## src/rtl/regfile_scoreboard_if.sv

```systemverilog
// Decode/writeback bundle between the issue stage and the pending-write scoreboard.
// master: pipeline side driving decode/retire; slave: the scoreboard.
interface regfile_scoreboard_if;
    logic        dec_valid;
    logic [4:0]  dec_rs;
    logic [4:0]  dec_rt;
    logic        dec_uses_rs;
    logic        dec_uses_rt;
    logic        dec_writes;
    logic [4:0]  dec_dst;
    logic        dec_ready;
    logic        pc_stall;
    logic        wb_valid;
    logic [4:0]  wb_dst;
    logic        flush;
    logic [31:0] busy;
    logic [3:0]  inflight;
    logic        err_underflow;

    modport master (
        output dec_valid, dec_rs, dec_rt, dec_uses_rs, dec_uses_rt, dec_writes, dec_dst,
        output wb_valid, wb_dst, flush,
        input  dec_ready, pc_stall, busy, inflight, err_underflow
    );

    modport slave (
        input  dec_valid, dec_rs, dec_rt, dec_uses_rs, dec_uses_rt, dec_writes, dec_dst,
        input  wb_valid, wb_dst, flush,
        output dec_ready, pc_stall, busy, inflight, err_underflow
    );
endinterface

```

## src/rtl/regfile_scoreboard.sv

```systemverilog
// Pending-write scoreboard and issue interlock for decode; per-register write counters.
// Optional macro SB_RETIRE_BYPASS_EN lets a same-cycle retire release a RAW stall.
module regfile_scoreboard #(
    parameter int unsigned CNT_W        = 2,
    parameter int unsigned MAX_INFLIGHT = 4
) (
    input logic                 clk,
    input logic                 rst,
    regfile_scoreboard_if.slave sb
);

    localparam logic [CNT_W-1:0] CntMax  = '1;
    localparam logic [CNT_W-1:0] CntOne  = CNT_W'(1);
    localparam logic [3:0]       InflMax = 4'(MAX_INFLIGHT);

    logic [CNT_W-1:0] cnt_q [32];
    logic [CNT_W-1:0] cnt_d [32];
    logic [3:0]       inflight_q, inflight_d;
    logic [31:0]      busy_q, busy_d;
    logic             err_q, err_d;

    logic [CNT_W-1:0] rs_cnt, rt_cnt, dst_cnt, wb_cnt;
    logic             rs_bypass, rt_bypass;
    logic             raw_rs, raw_rt, track, sat, cap;
    logic             dec_ready;
    logic             issue_trk, retire, retire_ok, underflow;

    // Issue interlock: combinational from current state and the decode fields.
    always_comb begin
        rs_cnt  = cnt_q[sb.dec_rs];
        rt_cnt  = cnt_q[sb.dec_rt];
        dst_cnt = cnt_q[sb.dec_dst];
`ifdef SB_RETIRE_BYPASS_EN
        // Last pending write retiring now; register-file write-through supplies the data.
        rs_bypass = (rs_cnt == CntOne) && sb.wb_valid && (sb.wb_dst == sb.dec_rs);
        rt_bypass = (rt_cnt == CntOne) && sb.wb_valid && (sb.wb_dst == sb.dec_rt);
`else
        rs_bypass = 1'b0;
        rt_bypass = 1'b0;
`endif
        raw_rs    = sb.dec_uses_rs && (sb.dec_rs != 5'd0) && (rs_cnt != '0) && !rs_bypass;
        raw_rt    = sb.dec_uses_rt && (sb.dec_rt != 5'd0) && (rt_cnt != '0) && !rt_bypass;
        track     = sb.dec_writes && (sb.dec_dst != 5'd0);
        sat       = track && (dst_cnt == CntMax);
        cap       = track && (inflight_q == InflMax);
        dec_ready = !(raw_rs || raw_rt || sat || cap);
    end

    always_comb begin
        issue_trk = sb.dec_valid && dec_ready && track;
        retire    = sb.wb_valid && (sb.wb_dst != 5'd0);
        wb_cnt    = cnt_q[sb.wb_dst];
        retire_ok = retire && (wb_cnt != '0);
        underflow = retire && (wb_cnt == '0);

        cnt_d      = cnt_q;
        inflight_d = inflight_q;
        err_d      = err_q | underflow;
        busy_d     = '0;

        for (int i = 1; i < 32; i++) begin
            // Same-register issue and retire cancel out.
            if (issue_trk && (sb.dec_dst == 5'(i)) &&
                !(retire_ok && (sb.wb_dst == 5'(i)))) begin
                cnt_d[i] = cnt_q[i] + CntOne;
            end else if (retire_ok && (sb.wb_dst == 5'(i)) &&
                         !(issue_trk && (sb.dec_dst == 5'(i)))) begin
                cnt_d[i] = cnt_q[i] - CntOne;
            end
        end
        cnt_d[0] = '0;

        if (issue_trk && !retire_ok) begin
            inflight_d = inflight_q + 4'd1;
        end else if (retire_ok && !issue_trk) begin
            inflight_d = inflight_q - 4'd1;
        end

        // Flush overrides both events and leaves the error flag alone.
        if (sb.flush) begin
            for (int i = 0; i < 32; i++) begin
                cnt_d[i] = '0;
            end
            inflight_d = 4'd0;
            err_d      = err_q;
        end

        for (int i = 1; i < 32; i++) begin
            busy_d[i] = (cnt_d[i] != '0);
        end
    end

    always_ff @(posedge clk or negedge rst) begin
        if (!rst) begin
            for (int i = 0; i < 32; i++) begin
                cnt_q[i] <= '0;
            end
            inflight_q <= 4'd0;
            busy_q     <= '0;
            err_q      <= 1'b0;
        end else begin
            for (int i = 0; i < 32; i++) begin
                cnt_q[i] <= cnt_d[i];
            end
            inflight_q <= inflight_d;
            busy_q     <= busy_d;
            err_q      <= err_d;
        end
    end

    assign sb.dec_ready     = dec_ready;
    assign sb.pc_stall      = sb.dec_valid && !dec_ready;
    assign sb.busy          = busy_q;
    assign sb.inflight      = inflight_q;
    assign sb.err_underflow = err_q;

endmodule

```

## src/flat_wrapper.sv

```systemverilog
// flat-port wrapper written by rule: the top's interface ports become plain ports
module regfile_scoreboard_flat 
#(
    parameter int unsigned CNT_W        = 2,
    parameter int unsigned MAX_INFLIGHT = 4
)
  (clk, rst, sb_dec_valid, sb_dec_rs, sb_dec_rt, sb_dec_uses_rs, sb_dec_uses_rt, sb_dec_writes, sb_dec_dst, sb_wb_valid, sb_wb_dst, sb_flush, sb_dec_ready, sb_pc_stall, sb_busy, sb_inflight, sb_err_underflow);
  regfile_scoreboard_if sb_i ();
  input logic clk;
  input logic rst;
  input wire logic [$bits(sb_i.dec_valid)-1:0] sb_dec_valid;
  input wire logic [$bits(sb_i.dec_rs)-1:0] sb_dec_rs;
  input wire logic [$bits(sb_i.dec_rt)-1:0] sb_dec_rt;
  input wire logic [$bits(sb_i.dec_uses_rs)-1:0] sb_dec_uses_rs;
  input wire logic [$bits(sb_i.dec_uses_rt)-1:0] sb_dec_uses_rt;
  input wire logic [$bits(sb_i.dec_writes)-1:0] sb_dec_writes;
  input wire logic [$bits(sb_i.dec_dst)-1:0] sb_dec_dst;
  input wire logic [$bits(sb_i.wb_valid)-1:0] sb_wb_valid;
  input wire logic [$bits(sb_i.wb_dst)-1:0] sb_wb_dst;
  input wire logic [$bits(sb_i.flush)-1:0] sb_flush;
  output wire logic [$bits(sb_i.dec_ready)-1:0] sb_dec_ready;
  output wire logic [$bits(sb_i.pc_stall)-1:0] sb_pc_stall;
  output wire logic [$bits(sb_i.busy)-1:0] sb_busy;
  output wire logic [$bits(sb_i.inflight)-1:0] sb_inflight;
  output wire logic [$bits(sb_i.err_underflow)-1:0] sb_err_underflow;
  assign sb_i.dec_valid = sb_dec_valid;
  assign sb_i.dec_rs = sb_dec_rs;
  assign sb_i.dec_rt = sb_dec_rt;
  assign sb_i.dec_uses_rs = sb_dec_uses_rs;
  assign sb_i.dec_uses_rt = sb_dec_uses_rt;
  assign sb_i.dec_writes = sb_dec_writes;
  assign sb_i.dec_dst = sb_dec_dst;
  assign sb_i.wb_valid = sb_wb_valid;
  assign sb_i.wb_dst = sb_wb_dst;
  assign sb_i.flush = sb_flush;
  assign sb_dec_ready = sb_i.dec_ready;
  assign sb_pc_stall = sb_i.pc_stall;
  assign sb_busy = sb_i.busy;
  assign sb_inflight = sb_i.inflight;
  assign sb_err_underflow = sb_i.err_underflow;
  regfile_scoreboard #(.CNT_W(CNT_W), .MAX_INFLIGHT(MAX_INFLIGHT)) u_core (.clk(clk), .rst(rst), .sb(sb_i));
endmodule
```

## config.mk

```make
export PLATFORM = sky130hd
export DESIGN_NAME = regfile_scoreboard_flat
export DESIGN_NICKNAME = d
export VERILOG_FILES = /design/src/rtl/regfile_scoreboard_if.sv /design/src/rtl/regfile_scoreboard.sv /design/src/flat_wrapper.sv
export SDC_FILE = /design/constraint.sdc
export NUM_CORES = 1
export LEC_CHECK = 0
export CAP_MARGIN = 20
export CELL_PAD_IN_SITES_DETAIL_PLACEMENT = 0
export CELL_PAD_IN_SITES_GLOBAL_PLACEMENT = 2
export CORE_UTILIZATION = 36
export DETAILED_ROUTE_END_ITERATION = 16
export GPL_TIMING_DRIVEN = 0
export PLACE_DENSITY_LB_ADDON = 0.1
export SYNTH_ARGS = -nofsm -noshare
export SYNTH_HDL_FRONTEND = slang
export SYNTH_SLANG_ARGS = --single-unit
export TNS_END_PERCENT = 10
```

## constraint.sdc

```tcl
create_clock -name clk -period 5.13 [get_ports clk]
set_input_delay 1.539 -clock clk [delete_from_list [all_inputs] [get_ports clk]]
set_output_delay 1.539 -clock clk [all_outputs]
set_load 0.005 [all_outputs]
```

==> results of run 1 <==
per-stage QoR:
stage                     setup TNS [ns]  util [%]  instance area, um^2  cells
after floorplan                        0         -                 7452    875
after global placement           -156.02     41.32                 8361   1202
after detailed placement          -4.320     41.44                 8386   1203
after CTS                        -0.2286     43.70                 8842   1224
after global routing            -0.03783     43.98                 8899   1226
final                                  0     43.98                 8899   1226
path summary, 6_finish.rpt:
kind                                          from                      end  depth (start not counted)
min in group asynchronous                      rst        u_core.sb.busy[3]                          1
max reg2reg                       u_core.cnt_q[48]    u_core.sb.inflight[3]                         16
max                                   sb_dec_rs[0]             sb_dec_ready                          9
min                        u_core.sb.err_underflow  u_core.sb.err_underflow                          2
max in group asynchronous                      rst         u_core.cnt_q[37]                          2
min reg2reg                u_core.sb.err_underflow  u_core.sb.err_underflow                          2
sequential cells by signal, indices dropped and copies added, names as in the netlist:
name / count
u_core.cnt_q: 62
u_core.sb.busy: 31
u_core.sb.err_underflow: 1
u_core.sb.inflight: 4
worst min-delay path, delay by kind of cell (launching register included):
kind / cells / cell delay (ns)
buffers and inverters: 1 / 0.05
AOI/OAI and AO/OA: 1 / 0.07
DFF: 1 / 0.37
power by group:
part	internal (W)	switching (W)	leakage (nW)
logic	0.000137	0.000288	1.92
registers	0.000783	0.0000150	1.36
clock network	0.000389	0.000362	0.146
kinds of logic (layout without fill, tap and decap cells):
kind of cell	Yosys count	after routing	synth area share, %
AND/OR/NAND/NOR	413	413	29.35
AO/OA/AOI/OAI	202	202	20.33
flip-flops	98	98	32.91
buffers and inverters	92	173	5.641
XOR/XNOR	37	37	4.718
multiplexers	29	29	6.397
adder cells (fa/ha/maj)	3	3	0.6044
other	1	1	0.05032
synthesized netlist by cell type, types with 4 or more instances:
| master | number | area, um^2 |
|---|---|---|
| mux4_2 | 14 | 315.3 |
| nand3_1 | 50 | 250.2 |
| nor2b_1 | 17 | 106.4 |
| or2_1 | 5 | 31.28 |
| dfrtp_1 | 98 | 2452 |
| mux2_2 | 9 | 101.4 |
| clkbuf_1 | 43 | 161.4 |
| xnor2_1 | 27 | 236.5 |
| nand2b_1 | 10 | 62.56 |
| buf_2 | 18 | 90.09 |
| o211ai_1 | 22 | 165.2 |
| a221oi_1 | 23 | 201.4 |
| a211oi_1 | 20 | 150.1 |
| o22ai_1 | 5 | 31.28 |
| and2_1 | 4 | 25.02 |
| nor3_1 | 54 | 270.3 |
| and4_1 | 6 | 52.55 |
| o21bai_1 | 4 | 30.03 |
| nand4_1 | 36 | 225.2 |
| mux2i_1 | 6 | 60.06 |
| nor2_1 | 102 | 382.9 |
| a311oi_1 | 6 | 52.55 |
| nor3b_1 | 11 | 82.58 |
| nand2_1 | 45 | 168.9 |
| buf_4 | 8 | 60.06 |
| or3_1 | 10 | 62.56 |
| a41oi_1 | 4 | 35.03 |
| a31oi_1 | 13 | 81.33 |
| a21oi_1 | 36 | 180.2 |
| and3_1 | 23 | 143.9 |
| a2111oi_2 | 5 | 75.07 |
| or2_2 | 6 | 37.54 |
| o21ai_0 | 20 | 100.1 |
| nand3b_1 | 5 | 37.54 |
| inv_1 | 17 | 63.81 |
| xor2_1 | 8 | 70.07 |
| o311ai_0 | 4 | 35.03 |
| nor4_1 | 9 | 56.30 |
routing by layer:
layer  up-vias  wire length, um  GRT usage, %
met2       498            14660         47.20
met1      4039            14990         47.06
li1       3468                -             -
met3        63             3232         5.141
met5         -                0             0
met4         0             1023         11.21
area by class of cell:
type / instances / area share [%]
Tap cell: 270 / 3.796
Clock inverter: 7 / 0.9561
Multi-Input combinational cell: 685 / 52.45
Clock buffer: 9 / 2.531
Timing Repair Buffer: 65 / 7.143
Buffer: 74 / 4.767
Sequential cell: 98 / 27.56
Inverter: 18 / 0.8015
repair_timing:
action	in CTS	in global routing
hold endpoints to repair	0	0
pin swaps	2	2
endpoints found under the setup margin	3	3
buffers inserted	5	2
resized for setup	43	20
gates cloned	0	0
==> metrics.yaml, run 1 <==
status: "finished clean"
finalCritPeriodShare_pct: 99.20
fin_nets: 982
hold_buffers: 0
cts_tree: "yes"
dpl.hpwl_um: 25220
synth-edff-count: 0
ant_nets: 0
fmax_mhz: 196.5
firstDrtPassIters: 5
p_leak_nw: 3.423
cp-end-kind: "output port"
synth-main-ff-cell: "dfrtp_1"
most-common-layout-cells: "nor2_1, dfrtp_1, nor3_1, nand3_1, clkdlybuf4s50_1"
worstPathArrival_ns: 3.55
via_per_inst: 6.581
wire_per_inst_um: 27.65
finalHoldViolCount: 0
syn2layout_area_growth_pct: 19.41
cts-root-buf: "clkbuf_16"
drv_cap: 0
grt_first_pass_wirelength_um: 50200
required_ns: 3.59
path_max_fanout: 5
p_per_area_nw_per_um2: 221.8
num_io_pins: 67
diodes: 0
drv_slew: 0
die_w_um: 145.9
relSlewSlack_pct: 24.17
peakVddDrop_uv: 174.1
clk_pin_slew_ns: 0.07
synth.distinct_cells: 83
routed_wl_um: 33900
gp_congestion: 0.9695
crit_buf_inv: 3
holdWs_ns: 0.5193
power_w: 0.001974
worst-setup-path-type: "primary input to output port"
layout_commonest_cell: "nor2_1"
hp-class: "flip-flop to flip-flop"
drc_errors: 0
synth_area_um2: 7452
n_fill_cell: 2024
overflow: 0
multiInputGateArea_um2: 4667
antenna_found_initial: 0
grt_max_degree: 59
fin_ws_ns: 0.04097
htreeDepth: 3
grt_pass1_vias: 7799
synth_nets: 906
cp_cell_sequence: "clkdlybuf4s15_2 -> mux4_2 -> o221ai_4 -> nor4_4 -> a41oi_4 -> clkbuf_8 -> nand2_1 -> nor2_2 -> dlygate4sd2_1"
setup_viol: 0
grt_usage_pct: 32.00
port_buffers: 57
syn-instance-count: 875
cts_buffers: 9
fin_worst_skew_ns: 0.01163
start_kind: "primary input"
cts_sinks: 98
dp_slack_ns: -1.468
r2r_setup_slack_ns: 1.06
worstSkewPairLatency_ns: 0.37
die_area_um2: 21280
ff_latch_area_um2: 2452
start_util_pct: 36.83
drive_gt1_share_pct: 13.08
synthArstFlopShare_pct: 100.0
clockBufferDepth: 2
slowest_stage: "mux4_2"
ys_seq_area_share_pct: 32.91
cp_slowest_stage_delay_ns: 0.56
worst_pin_slew_ns: 1.123
ys_warn_count: 0
ys_ff_latch: 98
syn_area_per_cell_um2: 8.517
vias: 8068
critPathTopFamily: "buffers and inverters"
core_um2: 20230
first_iter_violations: 997
rows: 52
fin_crit_ns: 5.089
die_h_um: 145.9
(Power assumes the default switching activity.)
==> run 2: changes to the inputs <==
--- a/config.mk
+++ b/config.mk
@@ -12,6 +12,7 @@
 export DETAILED_ROUTE_END_ITERATION = 16
 export GPL_TIMING_DRIVEN = 0
 export PLACE_DENSITY_LB_ADDON = 0.1
+export SETUP_SLACK_MARGIN = 0.5
 export SYNTH_ARGS = -nofsm -noshare
 export SYNTH_HDL_FRONTEND = slang
 export SYNTH_SLANG_ARGS = --single-unit
==> run 2 against run 1 <==
  * Utilization increased by 0.72 points
  * Clock skew decreased by 0.0024 ns
  * Routed wire length increased by 0.36%
  * Highest routed layer unchanged
==> metrics.yaml, run 2 (synthesis results as in run 1) <==
status: "finished clean"
die_h_um: 145.9
cts_tree: "yes"
p_per_area_nw_per_um2: 222.0
worstSkewPairLatency_ns: 0.36
holdWs_ns: 0.5315
grt_first_pass_wirelength_um: 50340
htreeDepth: 3
fin_crit_ns: 4.814
peakVddDrop_uv: 154.5
port_buffers: 57
drc_errors: 0
fin_ws_ns: 0.3159
worst_pin_slew_ns: 1.065
dp_slack_ns: -1.165
layout.cells.non_filler: 1230
cp-end-kind: "output port"
rsz0062_at_grt: "true"
routed_wl_um: 34030
clockBufferDepth: 2
firstDrtPassIters: 5
antenna_found_initial: 1
placed_cells: 1203
power_w: 0.002008
diodes: 0
via_per_inst: 6.615
relSlewSlack_pct: 28.10
most-common-layout-cells: "nor2_1, dfrtp_1, nor3_1, nand3_1, clkdlybuf4s50_1"
gp_congestion: 0.9908
num_io_pins: 67
drv_slew: 0
worstPathArrival_ns: 3.28
worst-setup-path-type: "primary input to output port"
drive_gt1_share_pct: 15.10
core_um2: 20230
die_area_um2: 21280
hp-class: "flip-flop to flip-flop"
grt_max_degree: 60
clk_pin_slew_ns: 0.07
required_ns: 3.59
grt_pass1_vias: 7665
vias: 8136
grt_usage_pct: 32.09
overflow: 0
hold_depth: 2
fin_nets: 987
setup_viol: 0
finalCritPeriodShare_pct: 93.84
ant_nets: 0
drv_cap: 0
p_leak_nw: 3.480
path_max_fanout: 7
cts-root-buf: "clkbuf_16"
die_w_um: 145.9
largest_reg_flops: 62
first_iter_violations: 1000
start_util_pct: 36.83
reg2regPathDepth: 15
fin_worst_skew_ns: 0.009255
syn2layout_area_growth_pct: 21.37
fmax_mhz: 207.7
regMostFlops: "u_core.cnt_q"
cts_sinks: 98
dpl.hpwl_um: 24840
wire_per_inst_um: 27.66
finalHoldViolCount: 0
rows: 52
cts_buffers: 9
fin_setup_tns_ns: 0
start_kind: "primary input"
## run 2: area by class of cell
type | count | area [um^2]
fill | 2050 | 11190
multi-input combinational | 685 | 4735
sequential | 98 | 2452
timing repair buffer | 70 | 668.1
buffer | 74 | 459.2
tap | 270 | 337.8
clock buffer | 9 | 225.2
clock inverter | 6 | 87.58
inverter | 18 | 80.08
## run 2: final timing paths
| kind | startpoint | endpoint | slack [ns] |
|---|---|---|---|
| worst min register to register | u_core.sb.err_underflow | u_core.sb.err_underflow | 0.53 |
| max in group asynchronous | rst | u_core.cnt_q[19] | 3.23 |
| worst max register to register | u_core.cnt_q[54] | u_core.sb.inflight[3] | 1.24 |
| min in group asynchronous | rst | u_core.sb.busy[14] | 1.16 |
| worst max-delay path | sb_dec_rt[1] | sb_pc_stall | 0.32 |
| worst min-delay path | u_core.sb.err_underflow | u_core.sb.err_underflow | 0.53 |
## run 2: routing by layer
metal	wire length [um]	track usage, %	up-vias
met1	14860	46.37	4023
li1	-	-	3485
met4	1384	13.37	0
met2	14450	46.82	546
met5	0	0	-
met3	3337	5.831	82
## run 2: where the power goes
group | total, W | internal (W) | switching, W
Clock | 0.000768 | 0.000428 | 0.000340
Sequential | 0.000798 | 0.000783 | 0.0000152
Combinational | 0.000442 | 0.000145 | 0.000297
## run 2: worst max-delay path, stage by stage
cell       delay, ns
buf_12          0.12
buf_4           0.13
buf_4           0.13
nor2_2          0.14
a221oi_1        0.11
a221oi_2        0.27
a211oi_1        0.08
nand4b_4        0.23
clkbuf_16       0.19
nand2_4         0.07
nor2_4          0.04
nor2b_1         0.11
buf_2           0.12
## run 2: stage by stage
stage | area [um^2] | utilization [%]
2_1_floorplan | 7527 | -
3_3_place_gp | 8436 | 41.69
3_5_place_dp | 8461 | 41.81
4_1_cts | 9032 | 44.64
5_1_grt | 9045 | 44.70
6_report | 9045 | 44.70
## run 2: what timing repair did
| action | CTS | global route |
|---|---|---|
| setup buffers | 10 | 0 |
| gates cloned | 2 | 0 |
| hold buffers | 0 | 0 |
| pin swaps | 11 | 3 |
| endpoints found under the setup margin | 61 | 5 |
| resized for setup | 86 | 4 |
==> variant 1: new RTL, settings of run 2 <==
Add a define of `SB_RETIRE_BYPASS_EN`.
--- a/src/rtl/regfile_scoreboard.sv
+++ b/src/rtl/regfile_scoreboard.sv
@@ -1,5 +1,7 @@
 // Pending-write scoreboard and issue interlock for decode; per-register write counters.
 // Optional macro SB_RETIRE_BYPASS_EN lets a same-cycle retire release a RAW stall.
+`define SB_RETIRE_BYPASS_EN
+
 module regfile_scoreboard #(
     parameter int unsigned CNT_W        = 2,
     parameter int unsigned MAX_INFLIGHT = 4
Formal check against the unedited RTL: not equivalent (a bounded check fails within 4 cycles, from zero or initial values and one cycle with rst low).
==> variant 1 against run 2 <==
The flow now finishes with violations (negative setup slack). Setup slack lost 0.49 ns. Via count shrank 0.48%. Sequential cell count is the same. Final area grew 5.3%. Routed wire length grew 1.6%. Die area grew 5.9%. Clock power shrank 8.7%. Synthesized area grew 5.9%. Power shrank 3.9%. Critical path type unchanged.
==> variant 1: results <==
set metrics [dict create \
    status "finished, violations left" \
    violations "negative setup slack" \
    dp_hpwl_um 25800 \
    track_usage 0.318 \
    path_max_fanout 10 \
    wl_per_cell_um 26.9 \
    synthMuxAreaShare 0.121 \
    grt_pass1_wl_um 51100 \
    drt_iter0_markers 803 \
    r2r_setup_slack_ns 1.20 \
    dp_slack_ns -1.41 \
    fillerInstances 2175 \
    htree_levels 3 \
    avgSynthCellArea_um2 8.54 \
    timing.slew.headroom 0.197 \
    synth-xor-area-share 0.0655 \
    gp_congestion 0.951 \
    drive_gt1_frac 0.160 \
    yosysSeqAreaShare 0.311 \
    synthesis.nets 955 \
    cp_slowest_cell "mux4_2" \
    path_delay_family "buffers and inverters" \
    worst_slack_ns -0.176 \
    drt_wl_total_um 34600 \
    first_global_vias 7690 \
    dp_cells 1254 \
    ys_types 75 \
    firstDrtPassIters 5 \
    num_vias 8097 \
    synthAdderAreaFrac 0.00713 \
    slowest_delay_ns 0.40 \
    ys_top_cells_by_count "nor2_1, dfrtp_1, nand2_1, clkbuf_1, xnor2_1" \
    vdd_drop_max_mv 0.145 \
    ys_top_cells_by_area "dfrtp_1, mux4_2, xnor2_1" \
    grt_max_degree 53 \
    fin_skew_ns 0.0102 \
    synth_compound_area_frac 0.177 \
    fin_nets 1038 \
    cp_data_arrival_time_ns 3.77 \
    antenna_found_initial 0 \
    setup-violations-final 2 \
    portBuffers 54 \
]
variant 1: cell count changes after synthesis, sizes merged, moves of 7 or more:
cell	before	now
nand2	45	85
xnor2	27	49
mux2i	6	24
nand4	36	18
clkbuf	43	58
mux4	14	29
nand3	51	37
nor3	56	45
a211oi	20	12
a21oi	36	28
nor2b	17	25
nor3b	11	4
variant 1: power by group:
group / total, mW / leakage (nW) / internal, mW / switching, mW
clock network: 0.701 / 0.143 / 0.361 / 0.339
logic: 0.436 / 2.13 / 0.150 / 0.286
registers: 0.793 / 1.36 / 0.781 / 0.0112
total: 1.93 / 3.64 / 1.29 / 0.637
variant 1: kinds of logic after synthesis:
| group | count (synthesis) |
|---|---|
| other | 1 |
| XOR/XNOR | 59 |
| adder cells (fa/ha/maj) | 4 |
| AO/OA/AOI/OAI | 192 |
| multiplexers | 58 |
| AND/OR/NAND/NOR | 403 |
| flip-flops | 98 |
| buffers and inverters | 109 |
variant 1: final timing paths:
path | start | to | depth (start not counted)
max in group asynchronous | rst | u_core.cnt_q[0]$_DFF_PN0_ | 2
worst max register to register | u_core.cnt_q[46]$_DFF_PN0_ | u_core.sb.inflight[3]$_DFFE_PN0P_ | 13
worst min register to register | u_core.sb.err_underflow$_DFFE_PN0N_ | u_core.sb.err_underflow$_DFFE_PN0N_ | 1
worst max-delay path | sb_dec_rt[1] | sb_pc_stall | 10
min in group asynchronous | rst | u_core.cnt_q[32]$_DFF_PN0_ | 1
worst min-delay path | u_core.sb.err_underflow$_DFFE_PN0N_ | u_core.sb.err_underflow$_DFFE_PN0N_ | 1
variant 1: through the flow:
stage	util	TNS, ns	hold slack (ns)	area, µm²
5_1_grt	0.448	-0.455	0.502	9530
4_1_cts	0.445	-0.203	0.473	9470
2_1_floorplan	-	0	0.459	7940
6_report	0.448	-0.309	0.470	9530
3_5_place_dp	0.416	-38.74	0.453	8850
3_3_place_gp	0.415	-185.82	0.451	8820
variant 1: layout make-up:
cell class	count	area share
multi-input combinational	717	0.542
tap	275	0.0361
buffer	84	0.0493
inverter	25	0.00985
sequential	98	0.257
timing repair buffer	72	0.0747
clock buffer	12	0.0269
clock inverter	4	0.00368
variant 1: repair_timing:
action | 4_1_cts | 5_1_grt
buffers inserted | 15 | 1
gates resized for setup | 80 | 24
cloned | 1 | 0
setup endpoints to repair | 96 | 28
pin swaps | 7 | 4
hold buffers | 0 | 0
variant 1: per-layer routing:
layer / global-route usage / part of all wire / wire [µm] / up-vias
met1: 0.464 / 0.46 / 15900 / 4041
met5: 0 / 0 / 0 / -
li1: - / - / - / 3581
met2: 0.465 / 0.43 / 14800 / 400
met3: 0.0473 / 0.073 / 2530 / 75
met4: 0.129 / 0.039 / 1330 / 0
==> variant 2: new RTL, flow settings as in run 2 <==
Without the edit above. Make the reset (`rst`) synchronous in one clocked block.
--- a/src/rtl/regfile_scoreboard.sv
+++ b/src/rtl/regfile_scoreboard.sv
@@ -90,7 +90,7 @@
         end
     end
 
-    always_ff @(posedge clk or negedge rst) begin
+    always_ff @(posedge clk) begin
         if (!rst) begin
             for (int i = 0; i < 32; i++) begin
                 cnt_q[i] <= '0;
Behaviour: not the same (a bounded check fails within 4 cycles, from zero or initial values and one cycle with rst low; the reset may be asserted at any time).
==> variant 2 against run 2 <==
The run now ends with negative setup slack left. Final area fell by 3.8%. Worst hold slack got worse by 0.030 ns. Sequential cell count unchanged. Routed wire length fell by 8.1%. Synthesized cell count shrank 1.1%. Synthesized area decreased by 7.3%. Critical path depth down 2. Global-route usage down 0.24 points. Clock skew hardly changed. Count of clock-buffer cells in the layout rose by 1. Power shrank 5.3%. Setup slack lost 0.32 ns. Critical path type unchanged. Largest cell class unchanged. Largest power group unchanged. Highest routed layer unchanged.
==> variant 2: results <==
set metrics [dict create \
    track_usage 0.319 \
    clkbuf_count 10 \
    multi_input_cells 679 \
    reg2reg_to "u_core.sb.inflight[3]$_SDFFE_PP0P_" \
    num_vias 7670 \
    timing.setup.tns_ns -0.00366 \
    min_path_cells 2 \
    power_frac_comb 0.192 \
    ys_top_cells_by_area "dfxtp_1, mux4_2, a21oi_1" \
    worst_slack_ns -0.00366 \
    clk-power_mw 0.767 \
    worstMarginPinSlew_ns 1.05 \
    whs_endpoint "u_core.sb.err_underflow$_SDFFE_PN0N_" \
    portBuffers 61 \
    first_global_vias 7054 \
    stdcell_count 1207 \
    p_int_mw 1.33 \
    dp_hpwl_um 23200 \
    fin_nets 1000 \
    violations "negative setup slack" \
    path_clk_slew_ns 0.07 \
    path_max_fanout 9 \
    netlist_instances 865 \
    cts_resized 107 \
    startpoint "sb_dec_rs[0]" \
    status "finished, violations left" \
    synthesis.nets 897 \
    p_leak_nw 2.91 \
    worstHoldStart "u_core.sb.err_underflow$_SDFFE_PN0N_" \
    buffers 163 \
    dp_slack_ns -1.48 \
    drive_gt1_frac 0.173 \
    ys_top_cells_by_count "dfxtp_1, nand2_1, a21oi_1, nor2_1, nand3_1" \
    yosysSeqAreaShare 0.284 \
    rr_startpoint "u_core.cnt_q[32]$_SDFF_PN0_" \
    r2r_setup_slack_ns 1.10 \
    vdd_drop_max_mv 0.156 \
    setup-violations-final 1 \
    synthArstFlopShare 0 \
    utilization 0.464 \
    seq_cells 98 \
    inv_count 17 \
    ys_types 82 \
    gp_congestion 0.941 \
    rr_worst_depth 17 \
    whs_ns 0.501 \
    regArea_um2 1960 \
    grt_max_degree 17 \
    fillerInstances 1872 \
    multi_input_area_share 0.548 \
    drt_wl_total_um 31300 \
    buffer_area_frac 0.148 \
    power_density_nw_per_um2 219 \
    grt_pass1_wl_um 45900 \
    core-area_um2 18800 \
    fin_skew_ns 0.00893 \
    clk_share 0.0367 \
    cts_setup_buffers 24 \
    antenna_found_initial 0 \
]
variant 2: critical path, cell delays in order:
cell and delay, ns:
buf_12 0.13, inv_8 0.05, mux4_2 0.53, nor3b_4 0.24, a2111oi_4 0.07, nor4b_4 0.45
or2_4 0.22, buf_8 0.09, a21oi_4 0.03, nor2b_1 0.12, buf_2 0.12
variant 2: layer usage:
| metal | GRT usage | vias to the layer above | wire (µm) |
|---|---|---|---|
| li1 | - | 3430 | - |
| met3 | 0.0697 | 73 | 3070 |
| met2 | 0.480 | 437 | 13300 |
| met5 | 0 | - | 0 |
| met4 | 0.0995 | 0 | 951 |
| met1 | 0.451 | 3730 | 13900 |
variant 2: cells by family (layout without fill, tap and decap cells):
group | after synthesis | in the layout | synth area share
fa+ha+maj | 6 | 6 | 0.0116
mux | 32 | 32 | 0.0799
other cells | 1 | 1 | 0.000543
flops | 98 | 98 | 0.284
simple gates | 373 | 373 | 0.285
xor+xnor | 44 | 44 | 0.0601
buf+inv | 88 | 196 | 0.0576
compound gates | 223 | 223 | 0.221
